## src/rtl/imem_dmem_arbiter.sv

```systemverilog
// Shares one 64-bit memory port between instruction fetch and load/store.
// Data has priority, with a starvation guard for fetch and a per-transaction timeout.
module imem_dmem_arbiter #(
    parameter int ADDR_W     = 32,
    parameter int STARVE_MAX = 4,
    parameter int TIMEOUT    = 255
) (
    input  logic              clk,
    input  logic              rst,
    input  logic              i_req,
    input  logic [ADDR_W-1:0] i_addr,
    input  logic              i_flush,
    output logic              i_done,
    output logic [63:0]       i_rdata,
    output logic              i_err,
    output logic              i_stall,
    input  logic              d_req,
    input  logic              d_we,
    input  logic [ADDR_W-1:0] d_addr,
    input  logic [31:0]       d_wdata,
    input  logic [3:0]        d_wstrb,
    output logic              d_done,
    output logic [31:0]       d_rdata,
    output logic              d_err,
    output logic              d_stall,
    output logic              mem_req,
    output logic              mem_we,
    output logic [ADDR_W-1:0] mem_addr,
    output logic [63:0]       mem_wdata,
    output logic [7:0]        mem_wstrb,
    input  logic              mem_ack,
    input  logic [63:0]       mem_rdata
);
    localparam int SW = $clog2(STARVE_MAX + 1);

    typedef enum logic [1:0] {
        IDLE   = 2'd0,
        BUSY_I = 2'd1,
        BUSY_D = 2'd2
    } state_t;

    state_t        state, state_nx;
    logic [SW-1:0] starve_cnt;
    logic [7:0]    tmo_cnt;
    logic          discard;
    logic          d_lane;
    logic          grant_d, grant_i, tmo_hit, fetch_keep;
    logic          unused_addr_bits;

    assign unused_addr_bits = ^{i_addr[2:0], d_addr[1:0]};

    assign i_stall = i_req & ~i_done;
    assign d_stall = d_req & ~d_done;

    always_comb begin
        grant_d    = 1'b0;
        grant_i    = 1'b0;
        tmo_hit    = 1'b0;
        state_nx   = state;
        // A flush in the ack cycle itself also kills the fetch result.
        fetch_keep = ~(discard | i_flush);
        case (state)
            IDLE: begin
                grant_d = d_req & ~(i_req & (starve_cnt == SW'(STARVE_MAX)));
                grant_i = ~grant_d & i_req;
                if (grant_d)
                    state_nx = BUSY_D;
                else if (grant_i)
                    state_nx = BUSY_I;
            end
            BUSY_I, BUSY_D: begin
                tmo_hit = ~mem_ack & (tmo_cnt == 8'(TIMEOUT));
                if (mem_ack | tmo_hit)
                    state_nx = IDLE;
            end
            default: state_nx = IDLE;
        endcase
    end

    always_ff @(posedge clk) begin
        if (rst) begin
            state      <= IDLE;
            starve_cnt <= '0;
            tmo_cnt    <= '0;
            discard    <= 1'b0;
            d_lane     <= 1'b0;
            mem_req    <= 1'b0;
            mem_we     <= 1'b0;
            mem_addr   <= '0;
            mem_wdata  <= '0;
            mem_wstrb  <= '0;
            i_done     <= 1'b0;
            i_err      <= 1'b0;
            i_rdata    <= '0;
            d_done     <= 1'b0;
            d_err      <= 1'b0;
            d_rdata    <= '0;
        end else begin
            state  <= state_nx;
            i_done <= 1'b0;
            i_err  <= 1'b0;
            d_done <= 1'b0;
            d_err  <= 1'b0;
            case (state)
                IDLE: begin
                    discard <= 1'b0;
                    // Loaded with 1 so tmo_cnt equals the number of BUSY cycles elapsed.
                    tmo_cnt <= (grant_d | grant_i) ? 8'd1 : 8'd0;
                    if (!i_req || grant_i)
                        starve_cnt <= '0;
                    else if (grant_d && starve_cnt != SW'(STARVE_MAX))
                        starve_cnt <= starve_cnt + SW'(1);
                    if (grant_d) begin
                        mem_req   <= 1'b1;
                        mem_we    <= d_we;
                        mem_addr  <= {d_addr[ADDR_W-1:3], 3'b000};
                        mem_wdata <= {d_wdata, d_wdata};
                        mem_wstrb <= d_addr[2] ? {4'b0000, d_wstrb} : {d_wstrb, 4'b0000};
                        d_lane    <= d_addr[2];
                    end else if (grant_i) begin
                        mem_req   <= 1'b1;
                        mem_we    <= 1'b0;
                        mem_addr  <= {i_addr[ADDR_W-1:3], 3'b000};
                        mem_wstrb <= 8'h00;
                    end
                end
                BUSY_I: begin
                    tmo_cnt <= tmo_cnt + 8'd1;
                    discard <= discard | i_flush;
                    if (mem_ack | tmo_hit) begin
                        mem_req   <= 1'b0;
                        mem_we    <= 1'b0;
                        mem_wstrb <= 8'h00;
                        discard   <= 1'b0;
                        if (fetch_keep) begin
                            i_done  <= 1'b1;
                            i_err   <= tmo_hit;
                            i_rdata <= mem_ack ? mem_rdata : 64'd0;
                        end
                    end
                end
                BUSY_D: begin
                    tmo_cnt <= tmo_cnt + 8'd1;
                    if (mem_ack | tmo_hit) begin
                        mem_req   <= 1'b0;
                        mem_we    <= 1'b0;
                        mem_wstrb <= 8'h00;
                        d_done    <= 1'b1;
                        d_err     <= tmo_hit;
                        // Lower address word sits in the upper half of the doubleword.
                        if (mem_ack)
                            d_rdata <= d_lane ? mem_rdata[31:0] : mem_rdata[63:32];
                        else
                            d_rdata <= 32'd0;
                    end
                end
                default: ;
            endcase
        end
    end

endmodule

```

## config.mk

```make
export PLATFORM = sky130hd
export DESIGN_NAME = imem_dmem_arbiter
export DESIGN_NICKNAME = d
export VERILOG_FILES = /design/src/rtl/imem_dmem_arbiter.sv
export SDC_FILE = /design/constraint.sdc
export NUM_CORES = 1
export LEC_CHECK = 0
export CAP_MARGIN = 20
export CORE_AREA = 2 2 146 148
export CTS_BUF_LIST = sky130_fd_sc_hd__clkbuf_2
export CTS_CLUSTER_DIAMETER = 60
export CTS_CLUSTER_SIZE = 28
export DETAILED_ROUTE_END_ITERATION = 10
export DIE_AREA = 0 0 148 150
export DONT_BUFFER_PORTS = 1
export GPL_TIMING_DRIVEN = 0
export HOLD_SLACK_MARGIN = 0.1
export SYNTH_ARGS = -nofsm -noshare
export SYNTH_HDL_FRONTEND = slang
export SYNTH_SLANG_ARGS = --single-unit
```

## constraint.sdc

```tcl
create_clock -name clk -period 5.4 [get_ports clk]
set_clock_uncertainty 0.1 [all_clocks]
set_input_delay 0.54 -clock clk [delete_from_list [all_inputs] [get_ports clk]]
set_output_delay 0.54 -clock clk [all_outputs]
set_load 0.005 [all_outputs]
```

==> results.txt, run 1 <==
The setup TNS came out at 0 ps. Yosys printed 0 warnings. The cell count of the worst reg-to-reg path is 7. The wire-length estimate of the detail-placed layout is 15.4 mm. For the worst setup path, the data arrival time is about 3200 ps. The post-synthesis area per instance came out at 10.3 um2. In this run the core area contains 53 standard-cell rows. The final number of hold-violating endpoints came out at 0. The number of antenna-violating nets in the routed design is 0. The fraction of registers with async set/reset came out at 0%.

The number of top-level pins came out at 379. The clock sink total came out at 186. The worst setup path is of the flop to flop kind.

The worst hold slack is about 210 ps. The root buffer cell chosen for the clock tree is clkbuf_2. The floorplan die height came out at 150 um. The initial utilization of the core area, before any placement, comes to between 30% and 40%. The time the worst path needs with I/O delays and setup came out at 2670 ps. The number of buffers inserted by hold repair at cts came out at 170. Counting flops with a built-in enable in the synthesized netlist gives 0. The routed layout has 6161 vias.

The max-cap violation count is 0. The static power due to leakage came out at 3.87 nW. The number of DRC markers after the initial detailed-route iteration is around 240. The worst hold path terminates at i_rdata[54].

The worst-case IR drop observed on VDD is 134 uV. Among cell families on the critical path, the largest total delay comes from compound AO/OA/AOI/OAI gates. TritonCTS built the clock tree. For this design the ratio of total power to cell area is 273 mW/mm2.

The remaining routing DRC violations is 0. The quantity of gates resized following cts is 0. In this run the worst hold path is classified as input pin to flop. The growth of design area from synthesis to finish is 30.2%.

The worst hold path was traced through 3 stages. The largest buffer count on any clock path came out at 2. The count of different cell masters after synthesis is 44. The critical path goes through inv_1 > ha_1 > nor2b_1 > o21ai_0 > a21oi_2 > o2bb2ai_1 > dlygate4sd3_1.

After layout, the design draws a total of between 2 and 3 mW. On the critical path, the stage with the largest delay is an instance of dlygate4sd3_1. The delay of the slowest cell on the worst path came out at 560 ps. The via count of the first global-routing pass is 6253. Dividing the detail-routed wire length by the instance count gives roughly 19 um. Entering global routing, the biggest net connects 19 pins. The floorplan step defined a die boundary enclosing 0.0222 mm2. The instance count of the mapped netlist came out at 733. By area the synthesized netlist is led by dfxtp_1 (50%), mux2i_1 (8.5%), a22o_2 (7.2%). Post-CTS timing repair inserted 0 buffers for setup. In the routed layout, each cell is associated on average with a via count of approximately 5.1. Setup repair after global routing left no endpoint under its margin. The deepest level of the CTS H-tree came out at 4. STA classifies the critical path endpoint as a flop.

The synthesized design contains between 150 and 200 register bits. Counting the buffers created by CTS gives 17. The startpoint identified for the worst register-to-register timing path is state[1].

The total of fill cells in the finished design came out at 1925. The die width came out at 148 um. The global placer's final weighted congestion is ~0.82.

The tightest slew margin relative to the limit came out at 61.4%. The first detailed-routing pass took 4 iterations. The upper clock frequency limit came out at 375 MHz.

The core outline area is just over 0.02 mm2. The most used flip-flop cell after synthesis is dfxtp_1. The share of the clock period used by the worst path came out at between 40% and 50%. Summed over all instances, the cell type with the most area after synthesis is dfxtp_1. The global router's overall resource usage is 19.2%. The cell area after layout came out at 0.00978 mm2. The clock transition at the register clock pins on the worst setup and hold paths after CTS is around 300 ps. In this run the tool buffered the top-level ports with 0 buffer cells. The slew at the pin closest to its max-slew limit is 579 ps.

The total count of max-transition violations in the final report is 0. The placed instances occupy a cell area of roughly 0.0079 mm2. The reg-to-reg critical path endpoint is mem_wstrb[0]. The flow ran to the end, and the final reports show no timing, DRC or antenna violations.

The total congestion overflow after global routing came out at 0. The number of antenna violations at the first check in global routing is 1. The worst endpoint required time came out at 5970 ps.

At the end of the flow, the number of nets in the layout was 1102. In this run the most critical hold path is launched from mem_ack. The register area share after synthesis is 49.5%. The final setup violation count is 0.

The maximum net fanout on the critical path came out at 9. Across all register-to-register paths, the minimum setup slack is 2730 ps. The fraction of final layout cells sized beyond drive strength 1 is between 10% and 20%. The sum of buffers and inverters on the critical path came out at 2. The final layout contains routed wiring with a total length of 22.5 mm. The first global-routing pass estimated 33.9 mm of wire. The share of synthesized area in the top cell type comes to roughly half. The post-synth design cell area came out at roughly 0.0075 mm2. The nature of the critical path startpoint is a flop.

The insertion delay to the later sink of the worst-skew pair is 710 ps.
cells in the mapped netlist (2+ instances only):
| library cell | instances |
|---|---|
| a22o_1 | 10 |
| nor3b_4 | 2 |
| nand2b_1 | 32 |
| clkbuf_1 | 21 |
| mux2i_1 | 64 |
| buf_1 | 2 |
| or3_1 | 2 |
| and3_1 | 2 |
| nor2_1 | 14 |
| ha_1 | 7 |
| nand3_1 | 4 |
| a32o_1 | 5 |
| buf_6 | 11 |
| buf_4 | 40 |
| o2bb2ai_1 | 36 |
| o21ai_0 | 36 |
| nand4_1 | 4 |
| inv_1 | 5 |
| a21oi_1 | 73 |
| buf_2 | 14 |
| a22o_2 | 54 |
| dfxtp_1 | 186 |
| o211ai_1 | 2 |
| nand4b_1 | 2 |
| o21a_1 | 2 |
| nand2_1 | 78 |
| xor2_1 | 3 |
| nor2b_1 | 6 |
worst max path at each step:
stage,startpoint,to,slack [ps],depth (start not counted)
2_1_floorplan,state[0],i_rdata[10],3580,7
3_3_place_gp,state[0],d_rdata[10],3100,7
3_5_place_dp,state[0],d_rdata[11],3110,7
4_1_cts,state[1],mem_wstrb[0],2740,7
5_1_grt,state[1],mem_wstrb[0],2470,7
6_report,state[1],mem_wstrb[0],2730,7
area by class of cell:
| cell class | instances | area [um2] | area share (%) |
|---|---|---|---|
| Clock buffer | 17 | 85.1 | 0.870 |
| Clock inverter | 14 | 126 | 1.29 |
| Antenna cell | 1 | 2.50 | 0.0256 |
| Inverter | 5 | 18.8 | 0.192 |
| Buffer | 90 | 599 | 6.13 |
| Tap cell | 275 | 344 | 3.52 |
| Sequential cell | 186 | 3720 | 38.1 |
| Timing Repair Buffer | 170 | 1700 | 17.4 |
| Multi-Input combinational cell | 454 | 3180 | 32.5 |
cells by family after synthesis:
kind of cell / Yosys count / synth area share (%)
AOI/OAI and AO/OA: 223 / 21.7
xor gates and xnor gates: 4 / 0.466
adders and majority gates: 7 / 1.17
buffers and inverters: 95 / 8.22
DFF: 186 / 49.5
muxes: 64 / 8.52
other: 1 / 0.0499
and+or+nand+nor: 153 / 10.4
layer usage:
metal  wire (um)  global-route usage, %  share of wire (%)
met1        9080                   22.1                 40
met2       11600                   34.8                 51
met3        1500                   5.12                6.7
met4         337                   5.71                1.5
met5           0                      0                  0
worst min-delay path, delay by kind of cell:
kind                   cells  cell delay (ps)
buffers and inverters      1              200
AO/OA/AOI/OAI              1              150
AND/OR/NAND/NOR            1              130
stage by stage:
stage	setup slack, ps	util, %	std cells
final	2730	47.3	1212
after global routing	2470	47.3	1212
after CTS	2740	47.3	1211
after detailed placement	3110	38.0	1010
after global placement	3100	38.0	1010
after floorplan	3580	-	735
where the power goes:
part | switching, mW | internal, mW
clock | 0.532 | 0.140
combinational | 0.232 | 0.233
sequential | 0.0761 | 1.46
sequential cells by signal, summed over array words and instances, names as in the netlist:
signal and cells:
discard 1, starve_cnt 3, tmo_cnt 8, mem_wdata 32, d_rdata 32, d_err 1
mem_we 1, i_err 1, d_done 1, state 2, mem_req 1, mem_addr 29
mem_wstrb 8, i_done 1, i_rdata 64, d_lane 1
cells in the final DEF, fill, tap and decap left out, types with 3 or more instances in the layout:
master         instances
a22o_2                54
conb_1                 3
xor2_1                 3
buf_4                 40
o21ai_0               36
nand3_1                4
mux2i_1               64
inv_1                  5
dlygate4sd3_1        170
a32o_1                 5
nand2_1               78
clkbuf_1              21
dfxtp_1              186
clkbuf_2              18
a21oi_1               73
nor2_1                14
nand4_1                4
buf_6                 11
ha_1                   7
nand2b_1              32
inv_6                  7
nor2b_1                6
buf_2                 14
a22o_1                10
o2bb2ai_1             36
Note: power is estimated with default switching activity, not from simulation.
==> run 2: changes to the inputs <==
==> constraint.sdc (replaced) <==
create_clock -name clk -period 2.6 [get_ports clk]
set_clock_uncertainty 0.1 [all_clocks]
set_input_delay 0.26 -clock clk [delete_from_list [all_inputs] [get_ports clk]]
set_output_delay 0.26 -clock clk [all_outputs]
set_load 0.005 [all_outputs]
==> run 2 against run 1 <==
Compared with the run above:
- the run now fails in clock tree synthesis
- synthesized cell count is the same
- synthesized area is the same
==> results.txt, run 2 <==
The placement-stage worst setup slack is just over 300 ps. The die is 148 um wide. dfxtp_1 takes more of the synthesized area than any other cell. The first error in the log reads "[ERROR RSZ-0060] Max buffer count reached". Synthesis produced a netlist whose cell count is ~730. The number of top-level pins came out at around 380. The last stage reached is clock tree synthesis.

The placed wire-length estimate came out at 15.4 mm. The tree is rooted in a clkbuf_2. The post-synth design cell area is 0.00752 mm2. The fraction of synthesized cell area in xor and xnor cells is 0.466%. The register area share after synthesis is 49.5%.

In this run, post-CTS repair resized a total of 0 instances. Synthesis inferred 186 register bits. For this design, the sink count on the clock tree is 186.

After synthesis, the largest family of logic cells by area is compound AO/OA/AOI/OAI gates. The largest buffer count on any clock path is 2. Among all flip-flop cells after synthesis, the most frequent one is dfxtp_1. The port buffer count came out at 0. The count of buffers added by post-CTS timing repair for setup is 0. Including well taps, the total number of placed cells is about 1000. Multiplexer cells account for 8.52% of the synthesized area.

The run stopped with a tool error. During synthesis, Yosys emitted a total of 0 warnings. The share of the synthesized area in the top cell type is approximately half.

The floorplan die height came out at 150 um. The global placer's final weighted congestion is slightly above 0.8. The commonest cells after synthesis are dfxtp_1 (186), nand2_1 (78), a21oi_1 (73). The number of buffers added by the clock tree synthesis step came out at 17.

The initial standard-cell utilization of the core came out at 36.3%. The synthesized-area fraction occupied by adder cells came out at 1.17%. Yosys attributes the largest share of cell area to dfxtp_1 (50%), mux2i_1 (8.5%), a22o_2 (7.2%). The number of placement rows came out at 53. The fraction of registers with async set/reset came out at 0%. The deepest level of the CTS H-tree is 4. By instance count, the leading cell after synthesis is dfxtp_1. After Yosys synthesis, and, or, nand and nor cells account for 10.4% of the synthesized area. The number of enable-type register cells in the synthesized netlist is 0. The post-synthesis area per instance is 10.3 um2. The share of the synthesized area in compound gates (AO/OA/AOI/OAI) came out at 21.7%.

The number of buffers inserted by hold repair at cts came out at 209. The count of different cell masters after synthesis is 44.
## run 2: logic make-up after synthesis
family	Yosys count
compound gates	223
flops	186
simple gates	153
buf+inv	95
mux	64
fa+ha+maj	7
xor+xnor	4
other cells	1
## run 2: stage by stage
step	util, %	instance area, um2
3_5_place_dp	38.0	7870
3_3_place_gp	38.0	7870
2_1_floorplan	-	7520
==> run 3: changes to the inputs <==
==> config.mk (replaced) <==
export PLATFORM = sky130hd
export DESIGN_NAME = imem_dmem_arbiter
export DESIGN_NICKNAME = d
export VERILOG_FILES = /design/src/rtl/imem_dmem_arbiter.sv
export SDC_FILE = /design/constraint.sdc
export NUM_CORES = 1
export LEC_CHECK = 0
export CAP_MARGIN = 20
export CORE_MARGIN = 2
export CORE_UTILIZATION = 35
export DETAILED_ROUTE_END_ITERATION = 10
export DONT_BUFFER_PORTS = 1
export GPL_TIMING_DRIVEN = 0
export PLACE_DENSITY_LB_ADDON = 0.15
export SYNTH_ARGS = -nofsm -noshare
export SYNTH_HDL_FRONTEND = slang
export SYNTH_SLANG_ARGS = --single-unit
==> run 3 against run 2 <==
Compared with the run above:
- the flow now finishes without violations
==> results.txt, run 3 (synthesis gave the netlist of run 1 again) <==
The most common cell after layout, fill and taps aside is dfxtp_1. The clock transition at the register clock pins on the worst setup and hold paths after CTS came out at roughly 70 ps. The core outline area came out at roughly 0.021 mm2. The fraction of final layout cells sized beyond drive strength 1 came out at 18.0%. The global placer's final weighted congestion is around 0.81. The power per unit of standard cell area came out at 682 mW/mm2.

The overall via count from detail_route came out at 6038. The total congestion overflow after global routing is 0. The number of placed cells counting well taps is just over 1000. The deepest level of the CTS H-tree is 4. The share of the clock period used by the worst path is 87.7%. For this run, the share of the core covered by cells in the final layout is 46.6%. For this configuration, the core starts out at a cell density of 35.8%. The number of antenna violations at the first check in global routing is 0.

The static power due to leakage came out at 3.82 nW. For hold timing, the worst endpoint is i_done. The net count reported at finish came out at 1065. The tightest slew margin relative to the limit is 59.2%. The die area came out at 0.0227 mm2. From synthesis to final layout, the design area changed by 30.2%.

Summed over all layers, the routed wires come to ~22 mm. The min-delay analysis places its worst path in the category input pin to flop. The via count of the first global-routing pass was 6169.

The data arrival time of the critical path came out at 2520 ps. For the pin with the worst max-slew slack, the measured transition is 612 ps. TritonCTS built the clock tree.

The worst-case IR drop observed on VDD is ~310 uV. The count of buffers added by post-CTS timing repair for setup came out at 0. The setup TNS is 0 ps. The slowest cell on the critical path is a21oi_1.

The first-pass detailed-route iteration total is 6. The endpoint identified for the worst register-to-register timing path is d_rdata[27]. The startpoint of the most critical hold path is mem_ack.

The register with the most flip-flops in the final layout is i_rdata. The delay of the slowest cell on the worst path is 490 ps. Detailed placement finished with a half-perimeter wire length of 16.5 mm. The largest net degree at the start of global routing is 19. Setup violations remaining at the end of the flow were counted as 0. Counting I/O delays and the setup requirement, the final critical path takes around 2300 ps. The insertion delay to the later sink of the worst-skew pair is about 420 ps.

The floorplan die height is 151 um. The first global-routing pass estimated 33.4 mm of wire. The final number of hold-violating endpoints was 0. The largest buffer count on any clock path is 2. The max-cap violation count came out at 0. The non-filler instance count after layout came out at 1175. In the final layout, the registers with the most flip-flops are i_rdata x64, d_rdata x32, mem_wdata x32.

The worst endpoint required time came out at 2840 ps. The total inserted antenna cells came out at 0. In this run the core area contains 53 standard-cell rows.

In this run, the number of DRC markers left after iteration 0 of detailed routing was roughly 220. The worst setup path is launched from a flop. The number of top-level pins came out at 379.

Setup repair after global routing left no endpoint under its margin. The number of buffers added by the clock tree synthesis step came out at 17. The reg2reg setup slack came out at 320 ps. The per-cell via count in the routed design is 5.14. In the layout the commonest cells are dfxtp_1 (186), dlygate4sd3_1 (133), nand2_1 (78). The clock sink total is 186. The flip-flop count of the largest register after layout came out at 64.

The flow ran to the end, and the final reports show no timing, DRC or antenna violations. The average wire length per cell after detail routing came out at 19.1 um. The worst setup path is captured at a flop.

Timing would allow up to around 440 MHz. The worst hold slack came out at around 21 ps. The critical path is of the flop to flop type.

The source of the worst register-to-register timing path is state[1]. The hold path depth is 2. The total count of max-transition violations in the final report came out at 0. The die width came out at 151 um. In this run the remaining antenna-violating nets after routing total 0. The global router's overall resource usage is 18.9%. The CTS root buffer is clkbuf_16. The remaining routing DRC violations is 0. The maximum net fanout on the critical path is 10.

Walking the worst path, the cells encountered are inv_1 > ha_1 > nand4_1 > o21bai_4 > a21oi_1 > buf_2 > o2bb2ai_1. The port buffer count is 0. The cell count of the worst reg-to-reg path came out at 7.
run 3: critical path, delay by kind of cell (launching register included):
| kind | cells | cell delay (ps) |
|---|---|---|
| flops | 1 | 390 |
| compound gates | 3 | 720 |
| simple gates | 1 | 190 |
| buf+inv | 2 | 430 |
| fa+ha+maj | 1 | 360 |
run 3: area by class of cell:
cell class              count  area [um2]
multi-input cells         454        3180
fillers                  1947       11200
well taps                 275         344
plain buffers              90         599
clock buffers              18         429
repair buffers            133        1330
inverters                   5        18.8
clock inverters            14         161
flip-flops and latches    186        3720
run 3: routing by layer:
metal / wire length (um) / track usage (%)
met1: 8840 / 21.0
met2: 11900 / 34.7
met3: 1480 / 5.64
met4: 218 / 5.24
met5: 0 / 0
run 3: worst max-delay path by stage:
stage / from / end / slack, ps
after floorplan: state[0] / i_rdata[10] / 780
after global placement: state[0] / d_rdata[24] / 370
after detailed placement: state[0] / d_rdata[5] / 330
after CTS: state[1] / d_rdata[16] / 300
after global routing: state[0] / d_rdata[6] / 200
final: state[1] / d_rdata[27] / 320
run 3: repair_timing:
| item | 4_1_cts | 5_1_grt |
|---|---|---|
| hold buffers | 133 | 0 |
| resized for setup | 0 | 0 |
| hold endpoints to repair | 170 | 0 |
| endpoints found under the setup margin | 0 | 0 |
run 3: power breakdown:
part / switching, mW / internal [mW] / leakage (nW)
Sequential: 0.158 / 3.02 / 1.52
Combinational: 0.469 / 0.435 / 2.03
Clock: 1.23 / 1.37 / 0.279
Total: 1.85 / 4.82 / 3.82
run 3: per-stage QoR:
stage / power [mW] / area [um2] / worst slack, ps
CTS: 6.75 / 9790 / 303
detailed placement: 3.96 / 7870 / 332
global route: 6.96 / 9790 / 200
floorplan: 3.75 / 7520 / 781
finish: 6.67 / 9790 / 320
global placement: 3.94 / 7870 / 369
